===== src/rtl/gd_sweep_if.sv =====
// Measurement-engine and result-stream signals of the group-delay sweep sequencer.
// master = sequencer side, slave = measurement engine / downstream consumer side.
interface gd_sweep_if #(
  parameter int FREQ_W  = 32,
  parameter int PHASE_W = 16,
  parameter int UNW_W   = 32,
  parameter int IDX_W   = 10
);
  logic               meas_req;
  logic [FREQ_W-1:0]  meas_freq;
  logic               meas_ack;
  logic [PHASE_W-1:0] meas_phase;
  logic               out_valid;
  logic               out_ready;
  logic [IDX_W-1:0]   out_idx;
  logic               out_first;
  logic [UNW_W-1:0]   out_unwrapped;
  logic [PHASE_W-1:0] out_delay;

  modport master (
    output meas_req, meas_freq, out_valid, out_idx, out_first, out_unwrapped, out_delay,
    input  meas_ack, meas_phase, out_ready
  );

  modport slave (
    input  meas_req, meas_freq, out_valid, out_idx, out_first, out_unwrapped, out_delay,
    output meas_ack, meas_phase, out_ready
  );
endinterface


===== src/rtl/gd_sweep_ctrl.sv =====
// Group-delay sweep sequencer: steps frequency, requests S21 phase, unwraps it and streams -dphase.
// Optional pre-measurement settle phase enabled by defining GD_SETTLE_EN.
module gd_sweep_ctrl #(
  parameter int FREQ_W     = 32,
  parameter int PHASE_W    = 16,
  parameter int UNW_W      = 32,
  parameter int IDX_W      = 10,
  parameter int SETTLE_CYC = 8
) (
  input  logic              clk,
  input  logic              rst_n,
  input  logic              start,
  input  logic              abort,
  input  logic [FREQ_W-1:0] cfg_f_start,
  input  logic [FREQ_W-1:0] cfg_f_step,
  input  logic [IDX_W-1:0]  cfg_npts,
  output logic              busy,
  output logic              done,
  output logic              cfg_err,
  gd_sweep_if.master        bus
);

  typedef enum logic [2:0] {
    ST_IDLE,
    ST_SETTLE,
    ST_REQ,
    ST_EMIT,
    ST_DONE
  } state_e;

`ifdef GD_SETTLE_EN
  localparam bit SETTLE_ON = (SETTLE_CYC > 0);
`else
  localparam bit SETTLE_ON = 1'b0;
`endif

  localparam state_e POINT_ENTRY = SETTLE_ON ? ST_SETTLE : ST_REQ;
  localparam int     CNT_W       = (SETTLE_CYC > 1) ? $clog2(SETTLE_CYC) : 1;
  localparam int     EXT_W       = UNW_W - PHASE_W;
  localparam logic [PHASE_W-1:0] PH_MIN = {1'b1, {(PHASE_W-1){1'b0}}};
  localparam logic [PHASE_W-1:0] PH_MAX = ~PH_MIN;

  state_e             state_q, state_d;
  logic [FREQ_W-1:0]  freq_q, freq_d;
  logic [FREQ_W-1:0]  step_q, step_d;
  logic [IDX_W-1:0]   npts_q, npts_d;
  logic [IDX_W-1:0]   idx_q, idx_d;
  logic [UNW_W-1:0]   unw_q, unw_d;
  logic [PHASE_W-1:0] prev_q, prev_d;
  logic [PHASE_W-1:0] delay_q, delay_d;
  logic               first_q, first_d;
  logic               cfg_err_q, cfg_err_d;
  logic [CNT_W-1:0]   cnt_q, cnt_d;

  // Modular subtraction is the unwrap: the difference reinterpreted as signed is the shortest arc.
  logic [PHASE_W-1:0] dphi;
  assign dphi = bus.meas_phase - prev_q;

  function automatic logic [UNW_W-1:0] sext(input logic [PHASE_W-1:0] x);
    return {{EXT_W{x[PHASE_W-1]}}, x};
  endfunction

  always_comb begin
    // NOTE: every signal gets its hold value first, so no path through the case can infer a latch.
    state_d   = state_q;
    freq_d    = freq_q;
    step_d    = step_q;
    npts_d    = npts_q;
    idx_d     = idx_q;
    unw_d     = unw_q;
    prev_d    = prev_q;
    delay_d   = delay_q;
    first_d   = first_q;
    cfg_err_d = 1'b0;
    cnt_d     = cnt_q;

    case (state_q)
      ST_IDLE: begin
        if (start) begin
          if (cfg_npts >= IDX_W'(2)) begin
            freq_d  = cfg_f_start;
            step_d  = cfg_f_step;
            npts_d  = cfg_npts;
            idx_d   = '0;
            cnt_d   = '0;
            state_d = POINT_ENTRY;
          end else begin
            cfg_err_d = 1'b1;
          end
        end
      end

      ST_SETTLE: begin
        if (abort) begin
          state_d = ST_IDLE;
        end else if (cnt_q == CNT_W'(SETTLE_CYC - 1)) begin
          state_d = ST_REQ;
        end else begin
          cnt_d = cnt_q + CNT_W'(1);
        end
      end

      ST_REQ: begin
        if (abort) begin
          state_d = ST_IDLE;
        end else if (bus.meas_ack) begin
          if (idx_q == '0) begin
            unw_d   = sext(bus.meas_phase);
            delay_d = '0;
            first_d = 1'b1;
          end else begin
            unw_d   = unw_q + sext(dphi);
            delay_d = (dphi == PH_MIN) ? PH_MAX : -dphi;
            first_d = 1'b0;
          end
          prev_d  = bus.meas_phase;
          state_d = ST_EMIT;
        end
      end

      ST_EMIT: begin
        if (abort) begin
          state_d = ST_IDLE;
        end else if (bus.out_ready) begin
          if (idx_q == npts_q - IDX_W'(1)) begin
            state_d = ST_DONE;
          end else begin
            idx_d   = idx_q + IDX_W'(1);
            freq_d  = freq_q + step_q;
            cnt_d   = '0;
            state_d = POINT_ENTRY;
          end
        end
      end

      ST_DONE: state_d = ST_IDLE;

      default: state_d = ST_IDLE;
    endcase
  end

  // NOTE: state is updated with non-blocking assignments only, so every flop samples pre-edge values.
  always_ff @(posedge clk or negedge rst_n) begin
    if (!rst_n) begin
      state_q   <= ST_IDLE;
      freq_q    <= '0;
      step_q    <= '0;
      npts_q    <= '0;
      idx_q     <= '0;
      unw_q     <= '0;
      prev_q    <= '0;
      delay_q   <= '0;
      first_q   <= 1'b0;
      cfg_err_q <= 1'b0;
      cnt_q     <= '0;
    end else begin
      state_q   <= state_d;
      freq_q    <= freq_d;
      step_q    <= step_d;
      npts_q    <= npts_d;
      idx_q     <= idx_d;
      unw_q     <= unw_d;
      prev_q    <= prev_d;
      delay_q   <= delay_d;
      first_q   <= first_d;
      cfg_err_q <= cfg_err_d;
      cnt_q     <= cnt_d;
    end
  end

  // All outputs are decoded from registers, so abort and reset take effect without glitches.
  assign busy              = (state_q != ST_IDLE);
  assign done              = (state_q == ST_DONE);
  assign cfg_err           = cfg_err_q;
  assign bus.meas_req      = (state_q == ST_REQ);
  assign bus.meas_freq     = freq_q;
  assign bus.out_valid     = (state_q == ST_EMIT);
  assign bus.out_idx       = idx_q;
  assign bus.out_first     = first_q;
  assign bus.out_unwrapped = unw_q;
  assign bus.out_delay     = delay_q;

endmodule


===== src/flat_wrapper.sv =====
// flat-port wrapper written by rule: the top's interface ports become plain ports
module gd_sweep_ctrl_flat 
#(
  parameter int FREQ_W     = 32,
  parameter int PHASE_W    = 16,
  parameter int UNW_W      = 32,
  parameter int IDX_W      = 10,
  parameter int SETTLE_CYC = 8
)
  (clk, rst_n, start, abort, cfg_f_start, cfg_f_step, cfg_npts, busy, done, cfg_err, bus_meas_req, bus_meas_freq, bus_out_valid, bus_out_idx, bus_out_first, bus_out_unwrapped, bus_out_delay, bus_meas_ack, bus_meas_phase, bus_out_ready);
  gd_sweep_if #(.FREQ_W(FREQ_W), .PHASE_W(PHASE_W), .UNW_W(UNW_W), .IDX_W(IDX_W)) bus_i ();
  input  logic clk;
  input  logic rst_n;
  input  logic start;
  input  logic abort;
  input  logic [FREQ_W-1:0] cfg_f_start;
  input  logic [FREQ_W-1:0] cfg_f_step;
  input  logic [IDX_W-1:0] cfg_npts;
  output logic busy;
  output logic done;
  output logic cfg_err;
  output wire logic [$bits(bus_i.meas_req)-1:0] bus_meas_req;
  output wire logic [$bits(bus_i.meas_freq)-1:0] bus_meas_freq;
  output wire logic [$bits(bus_i.out_valid)-1:0] bus_out_valid;
  output wire logic [$bits(bus_i.out_idx)-1:0] bus_out_idx;
  output wire logic [$bits(bus_i.out_first)-1:0] bus_out_first;
  output wire logic [$bits(bus_i.out_unwrapped)-1:0] bus_out_unwrapped;
  output wire logic [$bits(bus_i.out_delay)-1:0] bus_out_delay;
  input wire logic [$bits(bus_i.meas_ack)-1:0] bus_meas_ack;
  input wire logic [$bits(bus_i.meas_phase)-1:0] bus_meas_phase;
  input wire logic [$bits(bus_i.out_ready)-1:0] bus_out_ready;
  assign bus_meas_req = bus_i.meas_req;
  assign bus_meas_freq = bus_i.meas_freq;
  assign bus_out_valid = bus_i.out_valid;
  assign bus_out_idx = bus_i.out_idx;
  assign bus_out_first = bus_i.out_first;
  assign bus_out_unwrapped = bus_i.out_unwrapped;
  assign bus_out_delay = bus_i.out_delay;
  assign bus_i.meas_ack = bus_meas_ack;
  assign bus_i.meas_phase = bus_meas_phase;
  assign bus_i.out_ready = bus_out_ready;
  gd_sweep_ctrl #(.FREQ_W(FREQ_W), .PHASE_W(PHASE_W), .UNW_W(UNW_W), .IDX_W(IDX_W), .SETTLE_CYC(SETTLE_CYC)) u_core (.clk(clk), .rst_n(rst_n), .start(start), .abort(abort), .cfg_f_start(cfg_f_start), .cfg_f_step(cfg_f_step), .cfg_npts(cfg_npts), .busy(busy), .done(done), .cfg_err(cfg_err), .bus(bus_i));
endmodule

===== config.mk =====
export PLATFORM = sky130hd
export DESIGN_NAME = gd_sweep_ctrl_flat
export DESIGN_NICKNAME = d
export VERILOG_FILES = /design/src/rtl/gd_sweep_if.sv /design/src/rtl/gd_sweep_ctrl.sv /design/src/flat_wrapper.sv
export SDC_FILE = /design/constraint.sdc
export NUM_CORES = 1
export LEC_CHECK = 0
export CORE_MARGIN = 1
export CORE_UTILIZATION = 60
export CTS_BUF_LIST = sky130_fd_sc_hd__clkbuf_8
export CTS_CLUSTER_SIZE = 16
export DETAILED_ROUTE_END_ITERATION = 12
export PLACE_DENSITY = 0.89
export RECOVER_POWER = 100
export SLEW_MARGIN = 20
export SYNTH_ARGS = -nofsm -noshare
export SYNTH_HDL_FRONTEND = slang
export SYNTH_SLANG_ARGS = --single-unit

===== constraint.sdc =====
create_clock -name clk -period 15.4 [get_ports clk]
set_input_delay 3.08 -clock clk [delete_from_list [all_inputs] [get_ports clk]]
set_output_delay 3.08 -clock clk [all_outputs]
set_load 0.1 [all_outputs]

# Word-level counts from Yosys, hierarchy flattened
# Cells that the tools add are included.
# word_totals
regBits	156
inputBits	96
out_inout_bits	96
# op_classes
add_sub_neg	7
order_cmp	1
n_eq_ne	17
mux	37
bitwise_logic	1
n_reduce_logical	10
# ops
op	n
$mux 32	6
$add 32x32->32	2
$pmux 32 s2	1
$mux 10	5
$mux 3	16
$mux 16	2
$pmux 10 s2	1
$eq 16x16->1 const B	1
$neg 16->16	1
$sub 16x16->16	1
$pmux 3 s4	1
$add 10x1->10 const B	1
$eq 10x10->1	1
$ge 10x2->1 const B	1
$logic_not 10->1	1
$ne 2x2->1 const B	5
$sub 10x1->10 const B	1
$ne 3x2->1 const B	3
$pmux 3 s3	1
$reduce_and 8->1	1
$eq 3x2->1 const B	2
$eq 3x3->1 const B	2
$reduce_and 3->1	2
$reduce_and 6->1	1
9 further kinds	14

# Longest topological paths before layout
# logic_depth
depth_word	6
mapped_depth	22

# Worst setup path before layout
# Ideal clock, no wire load.
# synth_timing
path_kind	input-to-reg
from	in bus_meas_phase[1]
to	reg u_core.unw_q[26] (netlist: u_core.bus.out_unwrapped[26])
setup_ps	110
t_arrival_ps	7536
setup_slack_ps	7754
path_stages	20
path_cell_list	ha_1 nor2b_1 o21a_1 o31a_4 o21a_1 o311a_4 a2111o_1 and3_2 buf_2 inv_1 ha_1 a21o_1 a21o_1 a21oi_1 nand4b_1 o21ai_0 o31a_1 nor3b_2 nor4b_1 o41ai_1
# synth_via
elab_chain_len	3
# synth_lines
element	line_no	source
from (decl)	flat_wrapper.sv:30	input wire logic [$bits(bus_i.meas_phase)-1:0] bus_meas_phase;
$sub 16x16->16	gd_sweep_ctrl.sv:57	assign dphi = bus.meas_phase - prev_q;
$add 32x32->32	gd_sweep_ctrl.sv:112	unw_d = unw_q + sext(dphi);
$mux 32	gd_sweep_ctrl.sv:107	if (idx_q == '0) begin
to (signal assigned)	gd_sweep_ctrl.sv:162	unw_q <= unw_d;
to (decl)	gd_sweep_ctrl.sv:48	logic [UNW_W-1:0] unw_q, unw_d;
# Every way passes these cells.
# A chain may end at the register's enable or synchronous reset.

==> results.sh <==
export IMPL_grt_overflow=0
export IMPL_cts_resized=0
export IMPL_via_per_inst=6.15
export IMPL_die_h_um=140
export IMPL_drive_above_1_share_pct=7.68
export IMPL_grt_util_all_layers_pct=31.4
export IMPL_clk_latency_ns=0.48
export IMPL_post_cts_buffers=0
export IMPL_r2r_start="u_core.prev_q[1]$_DFFE_PN0P_"
export IMPL_max_freq_ghz=0.108
export IMPL_crit_chain="clkbuf_1, clkbuf_1"
export IMPL_final_cell_mix="156 x dfrtp_1, 145 x nand2_1, 113 x a21oi_1"
export IMPL_avgSynthCellArea_um2=8.74
export IMPL_rsz0062_at_grt="no"
export IMPL_netlist_instances=1300
export IMPL_violations="max-capacitance violations, max-slew violations"
export IMPL_max_stage_delay_ns=3.51
export IMPL_yosysTopAreaCell="dfrtp_1"
export IMPL_synth_edf_count=0
export IMPL_numCtsBuffers=17
export IMPL_slew_headroom_pct=-240
export IMPL_grt_first_pass_wirelength_mm=49.3
export IMPL_clockBufferDepth=2
export IMPL_ant_nets=0
export IMPL_yosys_warnings=0
export IMPL_yosys_top_cells_area="dfrtp_1 34%, ha_1 9.4%, a21oi_1 5.0%, nand2_1 4.8%, o21ai_0 4.4%"
export IMPL_slew_viol_final=376
export IMPL_wl_per_cell_um=17.6
export IMPL_synth_top_area_share_pct=34.4
export IMPL_yosysUniqueCellTypes=95
export IMPL_multi_input_area_mm2=0.00695
export IMPL_drt_total_wl_mm=30.0
export IMPL_cp_max_fo=95
export IMPL_gp_congestion=0.901
export IMPL_startpoint="rst_n"
export IMPL_die_area_mm2=0.0195
export IMPL_final_nets=1643
export IMPL_crit_slowest_cell="clkbuf_1"
export IMPL_chipWidth_um=140
export IMPL_io_pins=192
export IMPL_final_core_util_pct=74.9
export IMPL_synthArstFlopShare_pct=100
export IMPL_worstMarginPinSlew_ns=5.10
export IMPL_finalCritPeriodShare_pct=59.9
export IMPL_syn2layout_area_growth_pct=20.4
export IMPL_hold_class="flip-flop to flip-flop"
export IMPL_drtIter0Drc=773
export IMPL_drt_drc_violations_left=0
export IMPL_ys_seq_area_share_pct=34.4
export IMPL_first_pass_iters=6
export IMPL_final_hold_viol_count=0
export IMPL_final_common_cell="dfrtp_1"
export IMPL_crit_buf_inv=2
export IMPL_arrival_ns=9.11
export IMPL_cts_root_buf="clkbuf_8"
export IMPL_synth_seq_cells=156
export IMPL_cp_end_kind="async pin"
export IMPL_cp_top_family="buffers and inverters"
export IMPL_cts_tree="yes"
export IMPL_nFillCells=1328
export IMPL_fin_tns_setup_ns=0
export IMPL_grt_pass1_vias=10000
export IMPL_clkTransAtPathRegs_ns=0.09
export IMPL_seqCellArea_mm2=0.00390
export IMPL_antenna_found_initial=2
export IMPL_hold_path_startpoint="u_core.bus.out_first$_DFFE_PN0P_"
export IMPL_status="finished with violations"
export IMPL_skew_ns=0.0140
export IMPL_initial_core_util_pct=62.2
export IMPL_cap_viol_max_count=6
export IMPL_cts_hold_buffers_added=0
export IMPL_synth_area_mm2=0.0114
export IMPL_crit_type="input port to async pin"
export IMPL_htree_levels=4
export IMPL_portBuffers=191
export IMPL_dp_hpwl_mm=21.9
export IMPL_fin_crit_ns=9.23
export IMPL_vias=10500
export IMPL_cp_common_cell="clkbuf_1"
export IMPL_grt_start_max_net_pins=96
export IMPL_crit_path_start_kind="input port"
export IMPL_clock_sinks=156
export IMPL_synth_flop_cell="dfrtp_1"
export IMPL_required_ns=15.28
export IMPL_syn_nets=1484
export IMPL_setup_viol=0
export IMPL_rows=49
export IMPL_core_mm2=0.0183
[layer usage]
metal / share of wire [%] / global-route usage, %
met1: 43 / 41.3
met2: 48 / 51.2
met3: 6.2 / 5.78
met4: 2.7 / 12.7
met5: 0 / 0
[cell usage after synthesis, types with 5 or more instances]
master     instances
dfrtp_1          156
nand2_1          145
a21oi_1          113
nor2_1           103
o21ai_0           99
ha_1              85
inv_1             52
clkbuf_1          49
xnor2_1           45
mux2_2            44
a21o_1            32
xor2_1            28
nand3_1           27
nor3_1            27
a31oi_1           23
o21a_1            19
a22o_1            16
nor2b_1           16
a211oi_1          12
o21bai_1          11
nand2b_1          10
or2_2             10
or3_1             10
and3_1             9
mux2i_1            9
nand4_1            9
o2111ai_1          7
a211o_1            5
a221oi_1           5
and2_1             5
and4_1             5
nor4_1             5
o211ai_1           5
[metrics by stage]
stage | worst slack (ns) | instance area, um2 | std cells | hold WS (ns)
2_1_floorplan | 7.75 | 11400 | 1300 | 0.454
3_3_place_gp | 6.91 | 13400 | 1669 | 0.465
5_1_grt | 4.67 | 13700 | 1702 | 0.522
4_1_cts | 7.24 | 13800 | 1701 | 0.491
3_5_place_dp | 6.74 | 13400 | 1669 | 0.472
6_report | 6.17 | 13700 | 1703 | 0.486
[final cells by class]
class	instances	area share (%)
timing repair buffer	199	14.2
clock inverter	14	0.988
tap	229	2.09
clock buffer	18	1.81
antenna	2	0.0366
inverter	53	1.45
multi-input combinational	1032	50.8
sequential	156	28.5
[sequential cells by signal (all words and copies together) (netlist names)]
register,count
u_core.bus.meas_freq,32
u_core.step_q,32
u_core.cnt_q,3
u_core.bus.out_first,1
u_core.cfg_err,1
u_core.bus.out_idx,10
u_core.state_q,3
u_core.bus.out_unwrapped,32
u_core.npts_q,10
u_core.bus.out_delay,16
u_core.prev_q,16
[final timing paths]
path | endpoint | slack, ns | depth (start not counted)
max in group clk | u_core.bus.out_unwrapped[26]$_DFFE_PN0P_ | 6.76 | 20
min reg2reg | u_core.bus.out_first$_DFFE_PN0P_ | 0.49 | 2
min | u_core.bus.out_first$_DFFE_PN0P_ | 0.49 | 2
max reg2reg | u_core.bus.out_unwrapped[26]$_DFFE_PN0P_ | 9.54 | 20
min in group asynchronous | u_core.npts_q[5]$_DFFE_PN0P_ | 4.45 | 1
max | u_core.bus.out_unwrapped[18]$_DFFE_PN0P_ | 6.17 | 2
[tightest hold or removal path, delay by kind of cell, from the launching register on]
kind            cells  cell delay (ns)
flops               1             0.35
compound gates      1             0.06
simple gates        1             0.05
[cell families after synthesis]
group | after synthesis | share of synthesized area [%]
buffers and inverters | 112 | 3.93
XOR/XNOR | 73 | 5.63
AO/OA/AOI/OAI | 400 | 23.1
multiplexers | 53 | 5.16
flip-flops | 156 | 34.4
AND/OR/NAND/NOR | 418 | 17.9
adder cells (fa/ha/maj) | 88 | 9.89
Power is not shown: default switching activity piles up to over one toggle a cycle in this logic, so the estimate is an artifact.
